`config.mk`:
```
export PLATFORM = sky130hd
export DESIGN_NAME = ea_calc
export DESIGN_NICKNAME = d
export VERILOG_FILES = /design/src/rtl/ea_calc_pkg.sv /design/src/rtl/ea_calc.sv
export SDC_FILE = /design/constraint.sdc
export NUM_CORES = 1
export LEC_CHECK = 0
export ABC_AREA = 0
export CAP_MARGIN = 20
export CORE_MARGIN = 4
export CORE_UTILIZATION = 45
export CTS_CLUSTER_DIAMETER = 40
export DETAILED_ROUTE_END_ITERATION = 7
export PLACE_DENSITY = 0.82
export SLEW_MARGIN = 20
export SYNTH_ARGS = -nofsm -noshare
export SYNTH_HDL_FRONTEND = slang
export SYNTH_SLANG_ARGS = --single-unit
```
`constraint.sdc`:
```
create_clock -name clk -period 2.8 [get_ports clk]
set_input_delay 0.28 -clock clk [delete_from_list [all_inputs] [get_ports clk]]
set_output_delay 0.28 -clock clk [all_outputs]
set_load 0.005 [all_outputs]
```
`src/rtl/ea_calc_pkg.sv`:
```
// Shared constants for the effective-address sequencer: state codes,
// instruction-word field positions, abort codes and the index adder.
package ea_calc_pkg;

  localparam logic [2:0] IDLE  = 3'd0;
  localparam logic [2:0] EVAL  = 3'd1;
  localparam logic [2:0] MEMRD = 3'd2;
  localparam logic [2:0] DONE  = 3'd3;
  localparam logic [2:0] ABORT = 3'd4;

  // Bit 0 is the MSB of the 36-bit word.
  localparam int I_BIT = 13;
  localparam int X_LO  = 14;
  localparam int X_HI  = 17;
  localparam int Y_LO  = 18;
  localparam int Y_HI  = 35;

  localparam logic [1:0] ABORT_NONE  = 2'b00;
  localparam logic [1:0] ABORT_PF    = 2'b01;
  localparam logic [1:0] ABORT_INT   = 2'b10;
  localparam logic [1:0] ABORT_LIMIT = 2'b11;

  // AC0 is never used as an index register; the carry out of bit 18 is dropped.
  function automatic logic [17:0] indexSum(input logic [17:0] y,
                                           input logic [3:0]  x,
                                           input logic [17:0] acRight);
    logic [17:0] result;
    if (x != 4'd0) begin
      result = y + acRight;
    end else begin
      result = y;
    end
    return result;
  endfunction

endpackage

```
`src/rtl/ea_calc.sv`:
```
// Effective-address sequencer: indexes through the AC file and follows
// indirect words through the memory read port until a final address is found.
module ea_calc
  import ea_calc_pkg::*;
#(
  parameter int MAXIND = 1023,
  parameter int CNTW   = 10
) (
  input  logic        clk,
  input  logic        rst,
  input  logic        clken,
  input  logic        start,
  input  logic [0:35] instr,
  input  logic        prevEN,
  output logic [3:0]  acADDR,
  input  logic [0:35] acDATA,
  output logic        memREQ,
  output logic [17:0] memADDR,
  output logic        memPREV,
  input  logic        memACK,
  input  logic [0:35] memDATA,
  input  logic        memERR,
  input  logic        intPEND,
  output logic        busy,
  output logic        done,
  output logic [17:0] ea,
  output logic        eaPREV,
  output logic        abort,
  output logic [1:0]  abortCODE
);

  localparam logic [CNTW-1:0] LEVEL_MAX  = CNTW'(MAXIND);
  localparam logic [CNTW-1:0] LEVEL_ZERO = {CNTW{1'b0}};
  localparam logic [CNTW-1:0] LEVEL_ONE  = CNTW'(1);

  logic [2:0]      state_r;
  logic [2:0]      nextState_s;
  logic            iBit_r;
  logic [17:0]     yOff_r;
  logic [CNTW-1:0] level_r;
  logic [17:0]     sum_s;
  logic            atLimit_s;
  logic            intTaken_s;
  logic            unusedBits_s;

  // Opcode/AC fields of the instruction and the left half of the AC word carry no meaning here.
  assign unusedBits_s = ^{instr[0:12], memDATA[0:12], acDATA[0:17]};

  // Index adder and the two abort conditions evaluated in EVAL.
  always_comb begin
    sum_s      = indexSum(yOff_r, acADDR, acDATA[Y_LO:Y_HI]);
    atLimit_s  = (level_r == LEVEL_MAX);
    intTaken_s = intPEND && (level_r != LEVEL_ZERO);
  end

  // Next-state decode.
  always_comb begin
    nextState_s = state_r;
    case (state_r)
      IDLE: begin
        if (start) begin
          nextState_s = EVAL;
        end else begin
          nextState_s = IDLE;
        end
      end
      EVAL: begin
        if (!iBit_r) begin
          nextState_s = DONE;
        end else if (atLimit_s || intTaken_s) begin
          nextState_s = ABORT;
        end else begin
          nextState_s = MEMRD;
        end
      end
      MEMRD: begin
        if (memACK) begin
          if (memERR) begin
            nextState_s = ABORT;
          end else begin
            nextState_s = EVAL;
          end
        end else begin
          nextState_s = MEMRD;
        end
      end
      DONE:    nextState_s = IDLE;
      ABORT:   nextState_s = IDLE;
      default: nextState_s = IDLE;
    endcase
  end

  // State register and the status/handshake outputs, all decoded from the next state.
  always_ff @(posedge clk or negedge rst) begin
    if (!rst) begin
      state_r <= IDLE;
      busy    <= 1'b0;
      done    <= 1'b0;
      abort   <= 1'b0;
      memREQ  <= 1'b0;
    end else if (clken) begin
      state_r <= nextState_s;
      busy    <= (nextState_s != IDLE);
      done    <= (nextState_s == DONE);
      abort   <= (nextState_s == ABORT);
      memREQ  <= (nextState_s == MEMRD);
    end
  end

  // Field latches, level counter and result registers.
  always_ff @(posedge clk or negedge rst) begin
    if (!rst) begin
      iBit_r    <= 1'b0;
      acADDR    <= 4'd0;
      yOff_r    <= 18'd0;
      level_r   <= LEVEL_ZERO;
      ea        <= 18'd0;
      memADDR   <= 18'd0;
      memPREV   <= 1'b0;
      eaPREV    <= 1'b0;
      abortCODE <= ABORT_NONE;
    end else if (clken) begin
      case (state_r)
        IDLE: begin
          if (start) begin
            iBit_r    <= instr[I_BIT];
            acADDR    <= instr[X_LO:X_HI];
            yOff_r    <= instr[Y_LO:Y_HI];
            eaPREV    <= prevEN;
            memPREV   <= prevEN;
            level_r   <= LEVEL_ZERO;
            abortCODE <= ABORT_NONE;
          end
        end
        EVAL: begin
          if (!iBit_r) begin
            ea <= sum_s;
          end else if (atLimit_s) begin
            abortCODE <= ABORT_LIMIT;
          end else if (intTaken_s) begin
            abortCODE <= ABORT_INT;
          end else begin
            memADDR <= sum_s;
            ea      <= sum_s;
          end
        end
        MEMRD: begin
          if (memACK) begin
            if (memERR) begin
              abortCODE <= ABORT_PF;
            end else begin
              iBit_r  <= memDATA[I_BIT];
              acADDR  <= memDATA[X_LO:X_HI];
              yOff_r  <= memDATA[Y_LO:Y_HI];
              level_r <= level_r + LEVEL_ONE;
            end
          end
        end
        default: begin
        end
      endcase
    end
  end

endmodule
```
==> reports/qor.csv, run 1 <==
metric;value;unit
hold_viol_final;0;
grt_pass1_wl;19200;µm
dpl_cell_area;5950;µm²
die_h;109;µm
grt_remaining_overflow;0;
comb_power_share;53.8;%
dp_hpwl;8790;µm
path_clk_slew;0.09;ns
power.share.sequential;31.5;%
fin_crit;2.62;ns
async_flop_share;100;%
synthesis.yosys.warnings;0;
cp_data_arrival_time;2.87;ns
postCtsHoldBufs;0;
drc_errors;0;
wl_per_cell;15.8;µm
yosysUniqueCellTypes;61;
route.antenna.remaining_nets;0;
largest_net_degree_at_the_start_of_global_routing;80;
hold_path_class;in -> async;
io_pins;164;
setup_viol;0;
power_switching;2.43;mW
finalPower;6.34;mW
path_cells;ha_1 -> fa_1 -> a211oi_2 -> nor4_1 -> nor3_2 -> buf_4 -> o31ai_2 -> xnor2_1 -> a21oi_1 -> mux2_2;
worst_setup_start_kind;flop;
fillers;851;
edff_count_synth;0;
rsz0062_at_grt;false;
power.internal;3.90;mW
route.final.wire_length;11700;µm
drt_first_iter_violations;123;
r2r_start;yOff_r[0];
fin_crit_sh;93.7;%
syn_area_per_cell;9.62;µm²
clockBufferDepth;2;
cts_buffers;9;
post_synth_instance_area;4550;µm²
grtUsageTotal;20.4;%
cpMaxStageDelayCell;sky130_fd_sc_hd__dfrtp_1;
final_setup_skew;0.00961;ns
worst_ep_required_time;3.04;ns
power_per_cell_area;1030;nW/µm²
slowest_delay;0.42;ns
max_slew_violation_count;0;
post_route_cells_drive_above_1_share;12.0;%
tritoncts_num_sinks;79;
layout-area-overhead-vs-synth;35.7;%
timing.max_cap.violations;0;
cts_tree;done;
antenna_cells_inserted;0;
die_area;11800;µm²
first_global_vias;3964;
stdcell_area;6170;µm²
most-common-layout-cells;sky130_fd_sc_hd__clkdlybuf4s50_1, sky130_fd_sc_hd__dfrtp_1, sky130_fd_sc_hd__nand2_1, sky130_fd_sc_hd__o21ai_0, sky130_fd_sc_hd__nor2_1;
power.static_leakage;2.73;nW
timing.critical_path.fanout_max;3;
synthesis.instances;473;
finalCoreUtilization;62.8;%
h-tree-depth;3;
timing.fmax;381;MHz
critPathLaunch;yOff_r[0];
antenna_found_initial;0;
die_w;109;µm
yosys_register_bits;79;
run_status;complete, no violations;
ir_worst_vdd;446;µV
clk-insertion-delay-late;0.35;ns
setup_tns;0;ns
synth_flop_cell;sky130_fd_sc_hd__dfrtp_1;
worstSetupPathType;reg -> reg;
p_sw_share;38.4;%
synth_net_count;609;
worst_setup_path_end_kind;flop;
vias_per_inst;5.43;
floorplan.initialDensity;46.3;%
final_common_cell;sky130_fd_sc_hd__clkdlybuf4s50_1;
fp-row-count;36;
dr_vias;4014;
gp_congestion;0.879;
max_slew.worst_pin.slew;0.968;ns
drtPass1Iterations;5;
share_clk_of_total_power;14.7;%
design.final.nets;737;
slew-limit-headroom;35.5;%
root_buffer;sky130_fd_sc_hd__clkbuf_8;
share_of_synthesized_area_occupied_by_flip_flops_and_latches;43.5;%
floorplan.core_area;9820;µm²
port_buffers;119;
[registers in the layout, summed over array words and instances (netlist names)]
signal,count
done,1
memREQ,1
memADDR,18
state_r,3
yOff_r,18
level_r,10
iBit_r,1
abortCODE,2
eaPREV,1
ea,18
acADDR,4
abort,1
busy,1
[kinds of logic after synthesis]
kind of cell | Yosys count | synth area share [%]
muxes | 46 | 10.6
DFF | 79 | 43.5
xor gates and xnor gates | 19 | 3.66
buffers and inverters | 36 | 4.07
AOI/OAI and AO/OA | 119 | 15.8
adders and majority gates | 20 | 5.67
and+or+nand+nor | 154 | 16.6
[metrics by stage]
stage | std cells | setup slack, ns | hold slack (ns)
after floorplan | 473 | 0.335 | -0.0156
after global placement | 723 | -0.0795 | 0.461
after detailed placement | 723 | -0.172 | 0.470
after CTS | 739 | 0.123 | 0.128
after global routing | 739 | 0.0270 | 0.156
final | 739 | 0.176 | 0.0776
[final timing paths]
kind | endpoint | slack, ns | depth (start not counted)
worst min-delay path | abortCODE[1] | 0.08 | 1
max in group asynchronous | ea[9] | 2.10 | 1
min in group clk | ea[7] | 0.48 | 2
worst min register to register | ea[7] | 0.48 | 2
worst max register to register | ea[14] | 0.18 | 10
worst max-delay path | ea[14] | 0.18 | 10
[what timing repair did]
item,in CTS,in global routing
gates resized for setup,0,1
setup buffers,0,0
setup endpoints to repair,0,2
[power by group through the flow]
stage / registers, mW / logic, mW / clock network (mW)
global placement: 1.99 / 3.27 / 0
floorplan: 1.94 / 2.00 / 0
finish: 2.00 / 3.41 / 0.934
global route: 2.08 / 3.76 / 0.999
CTS: 2.00 / 3.42 / 0.948
detailed placement: 2.01 / 3.40 / 0
[area by class of cell]
type	count	area (µm²)	share of cell area (%)
inverter	10	37.5	0.608
clock inverter	6	85.1	1.38
timing repair buffer	143	1370	22.2
tap	133	166	2.70
multi-input combinational	358	2410	39.0
clock buffer	10	128	2.07
sequential	79	1980	32.0
[worst max-delay path: cells and delay by family (launching register included)]
family	cells	cell delay (ns)
muxes	1	0.27
adders and majority gates	2	0.63
DFF	1	0.42
AOI/OAI and AO/OA	3	0.47
and+or+nand+nor	2	0.42
xor gates and xnor gates	1	0.14
buffers and inverters	1	0.18
[routing by layer]
metal  up-vias  routed length [µm]  global-route usage (%)
met5         -                   0                       0
li1       1941                   -                       -
met1      1917                4860                    26.0
met4         0                 194                    5.77
met3        20                 725                    3.76
met2       136                5920                    35.3
[synth_stat cells, types with 4 or more instances]
cell                       number  share of area (%)
sky130_fd_sc_hd__dfrtp_1       79                 43
sky130_fd_sc_hd__nand2_1       61                5.0
sky130_fd_sc_hd__o21ai_0       47                5.2
sky130_fd_sc_hd__nor2_1        41                3.4
sky130_fd_sc_hd__a21oi_1       32                3.5
sky130_fd_sc_hd__mux2i_1       30                6.6
sky130_fd_sc_hd__ha_1          19                5.2
sky130_fd_sc_hd__mux2_2        15                3.7
sky130_fd_sc_hd__xor2_1        13                2.5
sky130_fd_sc_hd__buf_2         12                1.3
sky130_fd_sc_hd__inv_1         10               0.83
sky130_fd_sc_hd__clkbuf_1       9               0.74
sky130_fd_sc_hd__a21o_1         8                1.3
sky130_fd_sc_hd__nand3_1        8               0.88
sky130_fd_sc_hd__nor3_1         6               0.66
sky130_fd_sc_hd__xnor2_1        6                1.2
sky130_fd_sc_hd__nor4_1         5               0.69
sky130_fd_sc_hd__a211oi_1       4               0.66
sky130_fd_sc_hd__a31oi_1        4               0.55
sky130_fd_sc_hd__and3_1         4               0.55
sky130_fd_sc_hd__and4_1         4               0.77
sky130_fd_sc_hd__nand4_1        4               0.55
(Power assumes the default switching activity.)
==> inputs of run 2 (changes only) <==
- CTS_CLUSTER_DIAMETER: 40 -> 120
- CTS_CLUSTER_SIZE: default -> 16
==> results of run 2 <==
The final DEF is identical to that of run 1; final timing and power are the same.
==> inputs of run 3 (changes only) <==
- CORE_UTILIZATION: 45 -> 40
- PLACE_DENSITY: 0.82 -> 0.75
- RECOVER_POWER: default -> 25
- TNS_END_PERCENT: default -> 50
==> run 3 against run 2 <==
  * The run now ends with max-capacitance violations, max-slew violations left
  * Final cell count up 1.4%
  * Power up 4.3%
  * Clock skew down 0.0023 ns
  * Critical path depth unchanged
  * Setup slack worse by 0.042 ns
  * Critical path type unchanged
  * Largest cell class unchanged
==> reports/qor.csv, run 3 (synthesized netlist as in run 1, its figures left out) <==
metric;value;unit;change
postCtsHoldBufs;0;;unchanged
setup_tns;0;ns;unchanged
wl_per_cell;16.0;µm;+0.92%
post_route_cells_drive_above_1_share;12.3;%;+0.27 points
antenna_found_initial;0;;unchanged
tritoncts_num_sinks;79;;unchanged
max_slew.worst_pin.slew;1.89;ns;+0.917 ns
design.final.nets;740;;+0.41%
worst_setup_path_end_kind;flop;;
layout-area-overhead-vs-synth;38.1;%;
post-place-ws;-0.159;ns;+0.0134 ns
run_status;finished with violations;;
fp-row-count;38;;+5.6%
route.antenna.remaining_nets;0;;unchanged
die_h;115;µm;+5.6%
drtPass1Iterations;4;;-1
port_buffers;119;;unchanged
grt_pass1_wl;19500;µm;+1.6%
fillers;958;;+13%
cp_data_arrival_time;2.88;ns;about the same
grtUsageTotal;18.4;%;-2.0 points
fin_ws;0.134;ns;-0.0418 ns
slowest_delay;0.46;ns;+0.04 ns
timing.fmax;375;MHz;-1.6%
final_setup_skew;0.00731;ns;-0.00230 ns
cts_tree;done;;
timing.critical_path.fanout_max;3;;unchanged
cpMaxStageDelayCell;sky130_fd_sc_hd__fa_1;;
hold_viol_final;0;;unchanged
setup_viol;0;;unchanged
largest_registers;ea x18, memADDR x18, yOff_r x18;;
timing.max_cap.violations;1;;+1
post_cts_buffers;0;;unchanged
die_area;13100;µm²;+12%
path_clk_slew;0.06;ns;-0.03 ns
final_common_cell;sky130_fd_sc_hd__clkdlybuf4s50_1;;
first_global_vias;4097;;+3.4%
drt_first_iter_violations;182;;+48%
worst_setup_start_kind;flop;;
antenna_cells_inserted;0;;unchanged
vias_per_inst;5.30;;-2.4%
most-common-layout-cells;sky130_fd_sc_hd__clkdlybuf4s50_1, sky130_fd_sc_hd__dfrtp_1, sky130_fd_sc_hd__nand2_1, sky130_fd_sc_hd__o21ai_0, sky130_fd_sc_hd__nor2_1;;
worstSetupPathType;reg -> reg;;
floorplan.core_area;11000;µm²;+12%
root_buffer;sky130_fd_sc_hd__clkbuf_16;;
ir_worst_vdd;438;µV;-1.7%
hold_path_class;in -> async;;
worst_ep_required_time;3.02;ns;-0.02 ns
route.final.wire_length;12000;µm;+2.3%
filler_free_cell_count_of_the_finished_design;749;;+1.4%
power_per_cell_area;1050;nW/µm²;+2.4%
hold_slack;0.468;ns;+0.390 ns
rsz0062_at_grt;false;;
clockBufferDepth;2;;unchanged
dr_vias;3970;;-1.1%
grt_remaining_overflow;0;;unchanged
fin_crit;2.67;ns;+0.0418 ns
seq_area;1980;µm²;unchanged
power.static_leakage;2.78;nW;+1.8%
h-tree-depth;3;;unchanged
gp_congestion;0.938;;+6.7%
largest_net_degree_at_the_start_of_global_routing;80;;unchanged
finalPower;6.61;mW;+4.3%
drc_errors;0;;unchanged
die_w;115;µm;+5.6%
placedCellCount;733;;+1.4%
violations;max-capacitance violations, max-slew violations;;
floorplan.initialDensity;41.4;%;-4.9 points
ctsResizeCount;0;;unchanged
fin_crit_sh;95.2;%;+1.5 points
slew-limit-headroom;-25.7;%;-61 points
dp_hpwl;8920;µm;+1.5%
cts_buffers;9;;unchanged
path_cells;ha_1 -> fa_1 -> a211oi_2 -> nor4_1 -> nor3_2 -> buf_4 -> o31ai_2 -> xnor2_1 -> a21oi_1 -> mux2_2;;
clk-insertion-delay-late;0.33;ns;-0.02 ns
io_pins;164;;unchanged
max_slew_violation_count;80;;+80
area_of_combinational_cells_with_multiple_inputs;2400;µm²;-0.26%
run 3: changes by cell type in the layout (fill, tap and decap cells not counted), sizes merged:
cell | previous run | this run
clkbuf | 10 | 12
clkinv | 2 | 1
bufinv | 2 | 1
clkinvlp | 2 | 3
buf | 25 | 27
run 3: layout make-up:
type                            count  share of cell area, %
Tap cell                          140                   2.79
Timing Repair Buffer              146                   22.1
Clock inverter                      5                  0.916
Multi-Input combinational cell    358                   38.2
Sequential cell                    79                   31.5
Inverter                           10                  0.598
Clock buffer                       11                   3.86
run 3: metrics by stage:
step,utilization [%],area [µm²]
floorplan,-,4550
global placement,54.5,5980
detailed placement,54.5,5980
CTS,57.2,6280
global route,57.2,6280
finish,57.2,6280
run 3: worst max-delay path, delay by kind of cell (launching register included):
kind / cells / cell delay, ns
muxes: 1 / 0.30
DFF: 1 / 0.41
xor gates and xnor gates: 1 / 0.15
AOI/OAI and AO/OA: 3 / 0.50
adders and majority gates: 2 / 0.68
buffers and inverters: 1 / 0.17
and+or+nand+nor: 2 / 0.36
run 3: metal layers:
metal | up-vias | part of all wire [%] | routed length, µm | global-route usage, %
met4 | 0 | 1.5 | 182 | 5.70
li1 | 1940 | - | - | -
met3 | 18 | 6.1 | 733 | 3.44
met5 | - | 0 | 0 | 0
met1 | 1868 | 42 | 5070 | 23.4
met2 | 144 | 50 | 5990 | 31.8
run 3: final timing paths:
path / slack [ns] / from / end / cells past startpoint
setup / recovery: 0.13 / yOff_r[0] / ea[14] / 10
hold / removal: 0.47 / rst / done / 1
setup reg to reg: 0.13 / yOff_r[0] / ea[14] / 10
hold reg to reg: 0.48 / ea[6] / ea[6] / 2
max in group asynchronous: 1.22 / rst / ea[17] / 1
min in group clk: 0.48 / ea[6] / ea[6] / 2
run 3: report_power, final:
group / switching [mW] / leakage, nW / internal (mW)
Sequential: 0.391 / 0.984 / 1.62
Clock: 0.467 / 0.138 / 0.714
Combinational: 1.62 / 1.66 / 1.79
